--- config.mk ---
export PLATFORM = sky130hd
export DESIGN_NAME = org_bits
export DESIGN_NICKNAME = d
export VERILOG_FILES = /design/src/rtl/org_bits.sv
export SDC_FILE = /design/constraint.sdc
export NUM_CORES = 1
export LEC_CHECK = 0
export CORE_MARGIN = 2
export CORE_UTILIZATION = 44
export DETAILED_ROUTE_END_ITERATION = 10
export PLACE_DENSITY = 0.82
export SLEW_MARGIN = 10
export SYNTH_ARGS = -nofsm -noshare
export SYNTH_HDL_FRONTEND = slang
export SYNTH_SLANG_ARGS = --single-unit
--- constraint.sdc ---
create_clock -name clk -period 2.7 [get_ports clk]
set_input_delay 0.54 -clock clk [delete_from_list [all_inputs] [get_ports clk]]
set_output_delay 0.54 -clock clk [all_outputs]
set_load 0.02 [all_outputs]
--- src/rtl/org_bits.sv ---
// org_bits: datapath helper for the IR remote-control decoder.
// Holds two independent registered functions sharing one clock and reset:
//   - a saturating pulse-width up-counter used to time IR mark/space intervals;
//   - a bit-insertion register that assembles a command byte one bit at a time.
module org_bits #(
    parameter int CNT_W  = 17,
    parameter int DATA_W = 8,
    parameter int IDX_W  = 8
) (
    input  logic              clk,
    input  logic              reset_n,
    input  logic              cnt_en,
    input  logic              cnt_clr,
    output logic [CNT_W-1:0]  cnt_out,
    output logic              cnt_full,
    input  logic              bit_en,
    input  logic [IDX_W-1:0]  ordem,
    input  logic              b,
    input  logic [DATA_W-1:0] in,
    output logic [DATA_W-1:0] out
);

    // Saturation value: the counter parks here so a long pulse never reads as short.
    localparam logic [CNT_W-1:0] CNT_MAX = '1;

    logic [CNT_W-1:0]  cnt_q, cnt_d;
    logic [DATA_W-1:0] out_q, out_d;

    // Counter next state: clear beats enable, increment stops at all-ones.
    always_comb begin
        // NOTE: every always_comb output gets a default first so no path leaves it unassigned (no latch).
        cnt_d = cnt_q;
        if (cnt_clr) begin
            cnt_d = '0;
        end else if (cnt_en && (cnt_q != CNT_MAX)) begin
            cnt_d = cnt_q + CNT_W'(1);
        end
    end

    // Bit-insertion next state: copy the source word and overwrite one in-range bit.
    always_comb begin
        out_d = out_q;
        if (bit_en) begin
            out_d = in;
            // An index at or beyond DATA_W matches no iteration, so the word passes through unchanged.
            // Comparing the full index also keeps the upper ordem bits out of the data path.
            for (int unsigned i = 0; i < DATA_W; i++) begin
                if (32'(ordem) == i) begin
                    out_d[i] = b;
                end
            end
        end
    end

    // State registers for both functions, cleared asynchronously by the global reset.
    always_ff @(posedge clk or negedge reset_n) begin
        // NOTE: state is updated with non-blocking assignments so all registers sample pre-edge values.
        if (!reset_n) begin
            cnt_q <= '0;
            out_q <= '0;
        end else begin
            cnt_q <= cnt_d;
            out_q <= out_d;
        end
    end

    assign cnt_out  = cnt_q;
    assign cnt_full = (cnt_q == CNT_MAX);
    assign out      = out_q;

endmodule

# Yosys cells after proc, flatten, opt, wreduce, memory -nomap -nowiden
# Index checks and enable logic that the tools add are counted.
dict set report totals {
  in_bits 22
  ff_bits 25
}
dict set report op_classes {
  n_addsub 1
  mux 10
  reduce_logical 3
  n_eq_ne 9
}
# cell count
set op_table {}
lappend op_table {{2-to-1 mux 17 bit} 2}
lappend op_table {{equality test 8 x 3 -> 1 bit (second input constant)} 4}
lappend op_table {{adder 17 x 1 -> 17 bit (second input constant)} 1}
lappend op_table {{equality test 17 bit (second input constant)} 1}
lappend op_table {{inequality test 17 bit (second input constant)} 1}
lappend op_table {{equality test 8 x 2 -> 1 bit (second input constant)} 2}
lappend op_table {{equality test 8 x 1 -> 1 bit (second input constant)} 1}
lappend op_table {{zero test 8 bit} 1}
lappend op_table {{2-to-1 mux 1 bit} 8}
lappend op_table {{nonzero test 2 bit} 1}
lappend op_table {{logical AND 1 bit} 1}

# Depth between registers and ports, before layout
dict set report logic_depth {
  ltp_word 4
  depth_mapped 10
  ltp_nobuf 9
}

# Worst setup path before layout
# OpenSTA, ideal clock, no wires.
dict set report synth_path {
  path_type {reg-to-reg}
  start {register cnt_q[0], in the netlist cnt_out[0]}
  end {register cnt_q[14], in the netlist cnt_out[14]}
  arrival_ps 2344
  setup_ps 78
  path_stages_with_launch 11
  path_slack_ps 278
  required_ps 2622
  path_cell_list {dfrtp_1 > ha_1 > and3_1 > nand2_1 > nor3_1 > ha_1 > nor2b_1 > buf_2 > o21ai_1 > or4_1 > a21oi_1}
}
dict set report synth_via {
  elab_chain_len 3
  word_cells_on_any_way 6
  cone_classes {add/sub: 1; eq/ne: 1; mux: 2; reduce/logical: 2}
}
# element line_no
set synth_lines {}
lappend synth_lines {{start, declared} 26} ;# logic [CNT_W-1:0] cnt_q, cnt_d;
lappend synth_lines {{start signal, assigned} 62} ;# cnt_q <= cnt_d;
lappend synth_lines {{adder 17 x 1 -> 17 bit / inequality test 17 bit (equally long branches)} {36, 35}}
lappend synth_lines {{2-to-1 mux 17 bit / logical AND 1 bit (equally long branches)} 35} ;# end else if (cnt_en && (cnt_q != CNT_MAX)) begin
lappend synth_lines {{2-to-1 mux 17 bit / nonzero test 2 bit (equally long branches)} -}
# Several ways; a longest one is shown, not always the timed one. The select of a mux whose other input is x is not followed.
# A chain may end at the register's enable or synchronous reset.

# Worst setup path in the final report
dict set report layout_path {
  start {register cnt_q[0], in the netlist cnt_out[0]}
  end {output port cnt_full}
}
dict set report layout_via {
  elab_chain_len 1
}
# element line_no
set layout_lines {}
lappend layout_lines {{equality test 17 bit} 68} ;# assign cnt_full = (cnt_q == CNT_MAX);
lappend layout_lines {{end, declared} 15} ;# output logic cnt_full,
# No other way between the ends.

==> metrics.md <==
| Metric | Value |
|---|---|
| Pin count of the biggest net entering global routing | 26 |
| Crit path launch type | register |
| Layout cell share with drive strength beyond 1 | 0.08152 |
| Overall Global Routing Usage | 0.1881 |
| Leak Pwr | roughly 0.00080 uW |
| Gpl congestion | 0.7685 |
| TritonCTS clock tree | done |
| Synth area leader | dfrtp_1 |
| CTS Buffer Depth | 2 |
| Ys flop type | dfrtp_1 |
| Clk_skew | around 23 ps |
| Relative slew slack | 0.5737 |
| Compound-gate portion of the synthesized area | 0.1290 |
| Initial antenna violation count | 0 |
| Core area | 0.002805 sq mm |
| Num CTS Buffers | 3 |
| Status | finished with violations |
| Antenna-violating nets left | 0 |
| Congestion Overflow GR | 0 |
| Min Tclk post-route | 2453 ps |
| Core Util, Final | 0.6677 |
| Nets | about 210 |
| Area of placed instances | between 0.0015 and 0.002 sq mm |
| Site Rows | 19 |
| Count leader, synth | dfrtp_1 |
| CP most frequent cell | ha_1 |
| RSZ-0062 raised after global routing | no |
| H-tree levels | 1 |
| Largest family of logic cells by synthesized area | simple AND/OR/NAND/NOR gates |
| Cell family with most CP delay | simple AND/OR/NAND/NOR gates |
| CTS Root Cell | clkbuf_4 |
| F_max | 407.6 MHz |
| Worst path bufs/invs | 1 |
| Final worst path period share | 0.9086 |
| Antenna Cells | 0 |
| Power Dens Cells | between 300 and 400 mW/mm^2 |
| Initial DRC count | 58 |
| Least-Margin Pin Slew | 634.1 ps |
| Avg WL per Cell | between 10 and 15 microns |
| Violated checks | design-rule violations |
| Die area | between 0.003 and 0.004 sq mm |
| Worst Path Arrival | 1910 ps |
| Warnings from Yosys | 0 |
| Starting density of the core | 0.4701 |
| Synth area leaders | dfrtp_1 (47%), mux2i_1 (7.6%), a21oi_1 (5.7%) |
| Post-Syn Instances | 133 |
| Vias/cell | between 5 and 6 |
| Synth Area in XOR/XNOR | 0.05313 |
| Worst vdd ir | between 0.2 and 0.3 mV |
| Crit. End Element | primary output |
| CP peak stage delay | ~450 ps |
| Dpl hpwl | approximately 2400 microns |
| Yosys cell types | 31 |
| Die Span X | 58.75 microns |
| Vias in the first global route | about 1.2k |
| Endpoints failing hold | 0 |
| Ordered cell list for the critical path | ha_1 > and3_1 > nand2_1 > nor3_1 > ha_1 > clkdlybuf4s15_1 |
| Slew Viols, Final | 0 |
| Max Cap Violations | 0 |
| First-pass GRT wire length | just over 5000 microns |
| Worst Hold Class | in -> async |
| Synthesized cell area | 0.001319 sq mm |
| Final WL | 3188 microns |
| Synthesis-to-finish area growth | 42.03% |
| Syn Nets | 157 |
| #FFs+latches synth | 25 |
| Mux share of post-synthesis cell area | 0.07590 |
| Dpl cells | 209 |
| Reg clk slew, reported paths | 150 ps |
| Post-synthesis sequential area ratio | 0.4744 |
| Top Ports | 48 |
| Drt first pass iters | 7 |
| CTS sink cnt | 25 |
| Slowest library cell on the worst path | dfrtp_1 |
| Top cells by count, synth | dfrtp_1 (25), nor2_1 (20), a21oi_1 (15) |
| Post-Synth Adder-Cell Area | 0.01898 |
| Post-synth EDFFs | 0 |
| Clk_lat worst skew | 330 ps |
| Power Total | 700.7 uW |
| Required @ worst endpoint | approximately 2200 ps |
| Number of setup violations in the final report | 0 |
| # DRC | 3 |
| Post-Synth Simple-Gate Area | 0.2192 |
| Max FO, Critical Path | 5 |
| Yosys top cell area share | 0.4744 |
| Post-Route Setup TNS | 0 ps |
| Vias | about 1.2k |
| Async SR Flop Fraction | 1.000 |
| Finished Cell Area | 0.001873 sq mm |
| IO buf count | 47 |
| WS Path Type | reg -> out |
| Mapped Avg Cell Area | ~9.9 sq um |
| Die Y-Extent | 58.75 microns |
| Fin cells | about 220 |
-- state kept, by name, indices dropped and copies added (netlist names) --
name,flops
cnt_out,17
out,8
-- timing repair --
action,4_1_cts,5_1_grt
setup buffers,1,1
endpoints found under the setup margin,1,1
pin swaps,0,0
resized for setup,1,1
hold buffers,0,0
hold endpoints to repair,0,0
-- cells by family after synthesis --
group	count (synthesis)
flip-flops	25
XOR/XNOR	8
AO/OA/AOI/OAI	29
multiplexers	10
buffers and inverters	8
adder cells (fa/ha/maj)	2
AND/OR/NAND/NOR	51
-- final cells by class --
class	count	area, sq um
Clock buffer	3	22.52
Clock inverter	1	5.005
Fill cell	235	932.1
Inverter	1	3.754
Multi-Input combinational cell	100	654.4
Sequential cell	25	625.6
Tap cell	31	38.79
Timing Repair Buffer	54	523.0
-- worst paths after layout --
kind                            slack, ps       start  depth (start not counted)          end
worst min-delay path                  550     reset_n                          2   cnt_out[4]
max in group asynchronous            1890     reset_n                          2       out[3]
worst min register to register        550      out[5]                          2       out[5]
min in group clk                      550      out[5]                          2       out[5]
worst max-delay path                  250  cnt_out[0]                          6     cnt_full
worst max register to register        300  cnt_out[0]                          9  cnt_out[12]
-- placed cells by master (no fill, tap or decap) --
cell type	count
nand4b_1	4
nor3_1	1
ha_1	2
nand3_1	4
clkdlybuf4s15_1	1
nand4_1	3
clkinv_2	1
clkbuf_4	3
clkdlybuf4s50_1	46
nor2_1	20
and3_2	1
mux2i_1	10
or4_1	4
o31ai_1	4
dfrtp_1	25
nor4_2	1
and4_4	1
a21oi_1	15
and4_1	1
xor2_1	7
nor2b_1	2
nand4_2	1
o211ai_1	3
buf_4	7
and3_1	1
o2111ai_1	2
inv_1	1
xnor2_1	1
nand2_1	4
or3_1	3
o21ai_1	2
o21ai_0	3
-- layer usage --
metal | share of wire | vias up | routed length, microns | GRT usage
met5 | 0 | - | 0 | 0
met4 | 0.010 | 0 | 32 | 0.05844
met3 | 0.061 | 5 | 195 | 0.03736
met2 | 0.49 | 32 | 1576 | 0.3254
met1 | 0.43 | 588 | 1383 | 0.2365
li1 | - | 593 | - | -
-- per-stage QoR --
stage               setup slack (ps)  hold WS (ps)
global route                   14.23         567.4
CTS                            234.2         552.1
floorplan                      278.4         244.4
finish                         246.9         546.1
detailed placement             339.7         525.1
global placement               370.0         518.6
-- worst register-to-register path: cells and delay by family, from the launching register on --
| kind | cells | cell delay, ps |
|---|---|---|
| adder cells (fa/ha/maj) | 2 | 430 |
| AO/OA/AOI/OAI | 2 | 410 |
| AND/OR/NAND/NOR | 5 | 1060 |
| flip-flops | 1 | 460 |
-- where the power goes --
group / leakage (uW) / total [uW] / switching, uW / internal (uW)
logic: 0.000457 / 134 / 64.5 / 69.7
clock network: 0.0000177 / 169 / 113 / 55.5
registers: 0.000325 / 398 / 9.72 / 388
total: 0.000800 / 701 / 187 / 513
No activity file was read; power rests on OpenSTA's default activity.
